### config.mk
export PLATFORM = sky130hd
export DESIGN_NAME = serial_alu_ctrl
export DESIGN_NICKNAME = d
export VERILOG_FILES = /design/src/rtl/serial_alu_pkg.sv /design/src/rtl/alu1.sv /design/src/rtl/serial_alu_ctrl.sv
export SDC_FILE = /design/constraint.sdc
export NUM_CORES = 1
export LEC_CHECK = 0
export ABC_AREA = 1
export BUFFER_PORTS_ARGS = -buffer_cell sky130_fd_sc_hd__buf_4
export CORE_MARGIN = 2
export CORE_UTILIZATION = 44
export DETAILED_ROUTE_END_ITERATION = 8
export PLACE_DENSITY = 0.68
export SLEW_MARGIN = 20
export SYNTH_ARGS = -nofsm -noshare
export SYNTH_HDL_FRONTEND = slang
export SYNTH_SLANG_ARGS = --single-unit
### constraint.sdc
create_clock -name clock -period 3.89 [get_ports clock]
set_input_delay 0.1945 -clock clock [delete_from_list [all_inputs] [get_ports clock]]
set_output_delay 0.1945 -clock clock [all_outputs]
set_load 0.05 [all_outputs]
### src/rtl/serial_alu_pkg.sv
// Shared opcodes, state encoding and helpers for the bit-serial ALU sequencer.
package serial_alu_pkg;

  localparam logic [2:0] ALU_UADD = 3'd0;
  localparam logic [2:0] ALU_ADD  = 3'd2;
  localparam logic [2:0] ALU_SUB  = 3'd3;
  localparam logic [2:0] ALU_AND  = 3'd4;
  localparam logic [2:0] ALU_OR   = 3'd5;
  localparam logic [2:0] ALU_NOR  = 3'd6;
  localparam logic [2:0] ALU_XOR  = 3'd7;

  typedef enum logic [1:0] {
    IDLE = 2'd0,
    RUN  = 2'd1,
    DONE = 2'd2
  } state_e;

  function automatic logic is_logic_op(input logic [2:0] op);
    return op[2];
  endfunction

endpackage

### src/rtl/alu1.sv
// Combinational 1-bit ALU slice. Arithmetic ops invert b when control[0] is set,
// so SUB (and the reserved opcode 1) become a + ~b + cin.
module alu1
  import serial_alu_pkg::*;
(
  input  logic       a,
  input  logic       b,
  input  logic       cin,
  input  logic [2:0] control,
  output logic       result,
  output logic       cout
);

  logic b_eff;

  always_comb begin
    result = 1'b0;
    cout   = 1'b0;
    b_eff  = b ^ control[0];
    if (is_logic_op(control)) begin
      unique case (control[1:0])
        2'b00:   result = a & b;
        2'b01:   result = a | b;
        2'b10:   result = ~(a | b);
        default: result = a ^ b;
      endcase
    end else begin
      result = a ^ b_eff ^ cin;
      cout   = (a & b_eff) | (a & cin) | (b_eff & cin);
    end
  end

endmodule

### src/rtl/serial_alu_ctrl.sv
// Bit-serial ALU sequencer: runs a WIDTH-bit op through one alu1 slice, LSB first.
// Optional SERIAL_ALU_ABORT_EN adds an abort input that cancels a running op.
module serial_alu_ctrl
  import serial_alu_pkg::*;
#(
  parameter int unsigned WIDTH = 32
) (
  input  logic             clock,
  input  logic             reset,
  input  logic             start,
  input  logic [WIDTH-1:0] A,
  input  logic [WIDTH-1:0] B,
  input  logic [2:0]       control,
`ifdef SERIAL_ALU_ABORT_EN
  input  logic             abort,
`endif
  output logic             busy,
  output logic             done,
  output logic [WIDTH-1:0] out,
  output logic             carryout,
  output logic             overflow,
  output logic             zero,
  output logic             negative
);

  localparam int unsigned IdxW = $clog2(WIDTH);
  localparam logic [IdxW-1:0] LastIdx = IdxW'(WIDTH - 1);

  state_e           state_q;
  logic [WIDTH-1:0] a_q;
  logic [WIDTH-1:0] b_q;
  logic [WIDTH-1:0] res_q;
  logic [2:0]       op_q;
  logic [IdxW-1:0]  idx_q;
  logic             carry_q;
  logic             nz_q;

  logic             slice_res;
  logic             slice_cout;
  logic [WIDTH-1:0] res_d;
  logic             fin_cout;
  logic             fin_ovf;
  logic             abort_req;

`ifdef SERIAL_ALU_ABORT_EN
  assign abort_req = abort;
`else
  assign abort_req = 1'b0;
`endif

  alu1 u_alu1 (
    .a       (a_q[0]),
    .b       (b_q[0]),
    .cin     (carry_q),
    .control (op_q),
    .result  (slice_res),
    .cout    (slice_cout)
  );

  // carry_q still holds the carry into the MSB while the final bit is in the slice.
  always_comb begin
    res_d    = {slice_res, res_q[WIDTH-1:1]};
    fin_cout = 1'b0;
    fin_ovf  = 1'b0;
    if (!is_logic_op(op_q)) begin
      fin_cout = slice_cout;
      fin_ovf  = (op_q == ALU_UADD) ? slice_cout : (carry_q ^ slice_cout);
    end
  end

  always_ff @(posedge clock or posedge reset) begin
    if (reset) begin
      state_q  <= IDLE;
      a_q      <= '0;
      b_q      <= '0;
      res_q    <= '0;
      op_q     <= '0;
      idx_q    <= '0;
      carry_q  <= 1'b0;
      nz_q     <= 1'b0;
      busy     <= 1'b0;
      done     <= 1'b0;
      out      <= '0;
      carryout <= 1'b0;
      overflow <= 1'b0;
      zero     <= 1'b0;
      negative <= 1'b0;
    end else begin
      unique case (state_q)
        IDLE, DONE: begin
          done <= 1'b0;
          if (start) begin
            a_q     <= A;
            b_q     <= B;
            op_q    <= control;
            idx_q   <= '0;
            nz_q    <= 1'b0;
            carry_q <= control[0];
            busy    <= 1'b1;
            state_q <= RUN;
          end else begin
            state_q <= IDLE;
          end
        end
        RUN: begin
          if (abort_req) begin
            busy    <= 1'b0;
            state_q <= IDLE;
          end else begin
            a_q     <= a_q >> 1;
            b_q     <= b_q >> 1;
            res_q   <= res_d;
            carry_q <= slice_cout;
            nz_q    <= nz_q | slice_res;
            idx_q   <= idx_q + 1'b1;
            if (idx_q == LastIdx) begin
              out      <= res_d;
              carryout <= fin_cout;
              overflow <= fin_ovf;
              zero     <= ~(nz_q | slice_res);
              negative <= slice_res;
              busy     <= 1'b0;
              done     <= 1'b1;
              state_q  <= DONE;
            end
          end
        end
        default: begin
          busy    <= 1'b0;
          done    <= 1'b0;
          state_q <= IDLE;
        end
      endcase
    end
  end

endmodule

-- Word-level counts from Yosys, hierarchy flattened
Index checks and enable logic that the tools add are counted.
- register bits after elaboration: 146
- logic and storage cells: 71
- input bits: 70
- memories kept: 0
- memory bits (writable): 0
- bits in read-only memories: 0
- bits in latches: 0
- multipliers: 0
- div/mod/pow operators: 0
- magnitude comparators: 0
- multiplexer cells: 24
- eq/ne operators: 7
- $add $sub $neg: 1
- reductions and logical operators: 9
- shift-type cells: 0
- bitwise logic cells: 15
- operator list (operator ; number):
    32-bit case mux with 2 select lines ; 2
    32-bit 2-to-1 mux ; 2
    1-bit 2-to-1 mux ; 12
    5-bit case mux with 2 select lines ; 1
    2-bit AND reduction ; 4
    1-bit case mux with 2 select lines ; 3
    5-bit by 1-bit adder with 5-bit output, second input constant ; 1
    5-bit equality test, second input constant ; 1
    5-bit 2-to-1 mux ; 1
    1-bit XOR ; 5
    1-bit bitwise AND ; 4
    2-bit by 1-bit equality test with 1-bit output, second input constant ; 2
    2-bit equality test, second input constant ; 2
    2-bit logical NOT ; 2
    2-bit != test, second input constant ; 2
    1-bit bitwise OR ; 4
    2-bit case mux with 2 select lines ; 1
    3-bit logical NOT ; 1
    1-bit case mux with 3 select lines ; 1
    2-bit 2-to-1 mux ; 1
    1-bit inverter ; 2
    2-bit nonzero test ; 1
    2-bit OR reduction ; 1

-- Longest topological paths before layout
- depth after elaboration: 8
- mapped depth: 10

-- Hierarchy
A second synthesis with hierarchy kept.
- cell total of the unflattened synthesis: 691
- area total of the unflattened synthesis: 5901.9 µm²
- modules (own cells, without submodules) (module ; seq. area each (µm²) ; instances ; area each (µm²) ; cells each):
    serial_alu_ctrl ; 3578.4 ; 1 ; 5774.3 ; 669
    alu1 ; 0.0 ; 1 ; 127.6 ; 22

-- Least setup slack after synthesis
Ideal clock, no wire load.
- path type: reg-to-reg
- from: reg b_q[0]
- to: reg res_q[31]
- data arrival time: 1.435 ns
- cell stages (with the launch flop): 6
- period minus slack after synthesis: 1.564 ns
- slack: 2.326 ns
- setup time: 0.129 ns
- path through: dfrtp_1 -> xor2_1 -> fa_1 -> or2_2 -> nand2_1 -> o21ai_0
- word-level cells in the longest chain between the ends: 4
- elaborated cells on any way between the ends: 9
- those cells by class: 2 x mux; 7 x bitwise
- RTL lines (element ; line ; source):
    start: declaration ; serial_alu_ctrl.sv:31 ; logic [WIDTH-1:0] b_q;
    start signal: assignment ; serial_alu_ctrl.sv:111 ; b_q <= b_q >> 1;
    1-bit bitwise OR or 1-bit XOR (tied branches) ; alu1.sv:23, alu1.sv:24, alu1.sv:19 ;
    1-bit inverter or 1-bit XOR (tied branches) ; alu1.sv:24, alu1.sv:28 ;
    1-bit case mux with 3 select lines or 1-bit XOR (tied branches) ; alu1.sv:21, alu1.sv:28 ;
    1-bit 2-to-1 mux (*) ; alu1.sv:20 ; if (is_logic_op(control)) begin
    end signal: assignment ; serial_alu_ctrl.sv:112 ; res_q <= res_d;
    end: declaration ; serial_alu_ctrl.sv:32 ; logic [WIDTH-1:0] res_q;
Mark *: on every way between the ends. The rest lies on a longest branch, timed or not.
A chain may end at the register's enable or synchronous reset.

-- Final worst setup path
- from: reg state_q[1]
- to: reg a_q[20]
- word-level cells in the longest chain between the ends: 4
- elaborated cells on any way between the ends: 8
- those cells by class: 3 x eq/ne; 1 x mux; 4 x reduce/logical
- RTL lines (element ; line ; source):
    start: declaration ; serial_alu_ctrl.sv:29 ; state_e state_q;
    start signal: assignment ; serial_alu_ctrl.sv:73 ; state_q <= IDLE;
    start signal: assignment ; serial_alu_ctrl.sv:100 ; state_q <= RUN;
    start signal: assignment ; serial_alu_ctrl.sv:102 ; state_q <= IDLE;
    2-bit equality test or 2-bit logical NOT (tied branches) ; serial_alu_ctrl.sv:89 ; unique case (state_q)
    2-bit OR reduction ; serial_alu_ctrl.sv:89 ;
    2-bit != test (no line) or 2-bit nonzero test (tied branches) ; -- ;
    2-bit AND reduction (no line) ; -- ;
    end signal: assignment ; serial_alu_ctrl.sv:110 ; a_q <= a_q >> 1;
    end: declaration ; serial_alu_ctrl.sv:30 ; logic [WIDTH-1:0] a_q;
Several ways; a longest one is shown, not always the timed one.

==> results.md <==
* Num Clock Sinks at 143
* Critical Path Sink: a_q[20]
* Clock tree root driver cell: clkbuf_16
* # DRC at 0
* Clock power share at between 20 and 25%
* RSZ-0062 raised after global routing: no
* Post-CTS sizing at 0
* R2R Path Start: state_q[1]
* CP Launch Type: register
* Placed cells at 865
* Total number of yosys warnings at 0
* Main synth FF type: dfrtp_1
* Final setup violation count at 0
* WL final at 12,900 µm
* Min cycle time layout at 2.35 ns
* Worst hold path class: in2reg
* Syn nets at 685
* Syn Area/Cell at 10.2 µm²
* F_max at 0.425 GHz
* Top-count cell post-synth: nand2_1
* Crit path launch: state_q[1]
* Die Y at approximately 120 µm
* FF-to-FF path depth at 4
* Sw power at 2.54 mW
* Slew Limit Headroom at between 30% and 40%
* Die area at about 15,000 µm²
* Switching Share at 38.9%
* Flops & latches, synth at 143
* Synth-to-layout area growth at 32.6%
* Starting Density at around 45%
* CTS tree: yes
* Worst-Skew Late Latency at ~0.41 ns
* Pint at 3.98 mW
* Level count of the clock H-tree at 4
* Share of power burned in registers at around 37%
* Final period util at just over 60%
* Largest net degree at the start of global routing at 70
* Initial DRC Count at 269
* Clock-pin slew on the worst setup and hold paths at 0.06 ns
* Setup TNS at 0 ns
* IO Port Bufs at 107
* Cell Count, Final, Fillers Out at approximately 960
* Routed wire per std cell at between 10 and 15 µm
* Number of global-route vias before repair at 4,604
* Ports at 108
* Vias per std cell at 4.83
* Final nets at 840
* Pwr Density at 792 nW/µm²
* Pins Over Slew Limit at 0
* First-pass detailed-route iteration total at 5
* Cells after synthesis at 610
* First-pass GRT wire length at 21,500 µm
* Crit path capture type: register
* Hold_sp: B[8]
* Met3 Use GR at under 10%
* GRT overflow at 0
* Diode count at 0
* DP HPWL at 7970 µm
* R2r setup slk at about 1.5 ns
* Worst Tran Pin Value at 0.994 ns
* Status: finished clean
* Critical Path AT at 2.59 ns
* Vias post-DR at 4,609
* Clock Path Buffers at 2
* Sequential-to-total area share from yosys stat at 57.6%
* Required time of the critical path at 4.13 ns
* Core footprint at approximately 14,000 µm²
* Initial antenna violation count at 0
* Top area cells in the synthesized netlist: dfrtp_1, o221ai_2, nand2_1
* Leakage at 3.92 nW
* Antenna Nets Post-Route at 0
* Post-synth cell types at 23
* Worst hold margin at 0.0135 ns
* Commonest cells post-synth: nand2_1, dfrtp_1, inv_1
* FF-to-FF End: a_q[20]
* CP Max Fanout at 65
* CTS Buf Count at 17
* Met2 usage at 29.7%
* Area share of the largest cell type after synthesis at 57.6%
* Synth Cell Area at 6210 µm²
* Crit path kind: reg2reg
* Max-cap viol count at 0
* Yosys top cell by area: dfrtp_1
* Maximum VDD drop at 0.355 mV
* Share of layout cells above drive strength 1 at 25.9%
* Total power at 6.52 mW
* Num rows at 43
* Tot GR Track Use at 18.2%
* Async SR Flop Fraction at 100%
* RePlAce Congestion at approximately 0.77
* Clock skew at between 0.007 and 0.008 ns
* Final Hold Violating Endpoints at 0
* Logic pwr share at 41.1%
* Layer with the highest usage: met2
* Die W at 123 µm
* Met1 GRT Util at 23.6%
* EDFF count, synth at 0
repair_timing:
action | CTS | global route
hold buffers | 59 | 1
hold endpoints to repair | 59 | 13
buffers inserted | 0 | 0
power groups by stage:
| stage | sequential (mW) | clock, mW | combinational [mW] |
|---|---|---|---|
| 2_1_floorplan | 2.74 | 0 | 1.78 |
| 3_5_place_dp | 2.42 | 0 | 2.64 |
| 5_1_grt | 2.46 | 1.53 | 2.99 |
| 4_1_cts | 2.39 | 1.48 | 2.70 |
| 3_3_place_gp | 2.40 | 0 | 2.55 |
| 6_report | 2.39 | 1.45 | 2.68 |
how the worst min path moves through the flow:
| stage | end | depth (start not counted) |
|---|---|---|
| 6_report | b_q[8] | 3 |
| 5_1_grt | a_q[25] | 3 |
| 3_3_place_gp | b_q[31] | 3 |
| 2_1_floorplan | op_q[2] | 2 |
| 3_5_place_dp | op_q[2] | 3 |
| 4_1_cts | a_q[25] | 3 |
cell type report:
type	count	area [µm²]
Fill cell	1086	5590
Sequential cell	143	3580
Multi-Input combinational cell	324	2020
Timing Repair Buffer	173	1470
Clock buffer	20	457
Inverter	106	404
Tap cell	180	225
Clock inverter	9	70.1
metal layers:
metal  vias up  wire (µm)
met3        10        693
met4         0         85
li1       2292          -
met1      2202       5800
met5         -          0
met2       105       6280
state kept, by name, summed over array words and instances (netlist names), 2 cells and up:
name	flops
a_q	32
b_q	32
idx_q	5
op_q	3
out	31
res_q	31
state_q	2
kinds of logic after synthesis:
kind of cell	share of synthesized area [%]
buffers and inverters	9.95
AOI/OAI and AO/OA	19.5
and+or+nand+nor	11.6
DFF	57.6
adders and majority gates	1.13
xor gates and xnor gates	0.282
cell usage in the layout (no fill, tap or decap):
cell,netlist,layout
o21ai_2,2,2
buf_12,0,2
o21ai_0,56,56
xor2_1,2,2
a21oi_2,1,1
clkinv_2,0,10
a21oi_1,3,3
nand2_2,3,1
clkinvlp_4,0,1
ha_1,4,4
nor2_1,6,6
clkbuf_1,9,1
nor2_4,1,1
nand2_4,0,2
fa_1,1,1
clkbuf_16,0,17
o221ai_2,47,47
inv_1,103,102
nand2_1,162,162
o21ai_1,10,10
or2_2,2,2
bufinv_16,0,1
buf_4,1,111
nand3_1,9,9
inv_2,3,1
o221ai_1,15,15
dfrtp_1,143,143
dlygate4sd3_1,0,60
clkbuf_8,0,2
worst max-delay path: stages (launching register included):
cell	delay, ns
dfrtp_1	0.41
nor2_4	0.13
clkinv_2	0.45
nand2_4	0.92
o221ai_1	0.21
per-stage QoR:
step / setup slack, ns / utilization, % / instance area, µm²
3_3_place_gp: 1.59 / 51.2 / 7080
3_5_place_dp: 1.51 / 51.2 / 7080
5_1_grt: 1.32 / 59.5 / 8230
4_1_cts: 1.50 / 59.3 / 8200
6_report: 1.54 / 59.5 / 8230
2_1_floorplan: 1.90 / - / 6210
No activity file was read; power rests on OpenSTA's default activity.
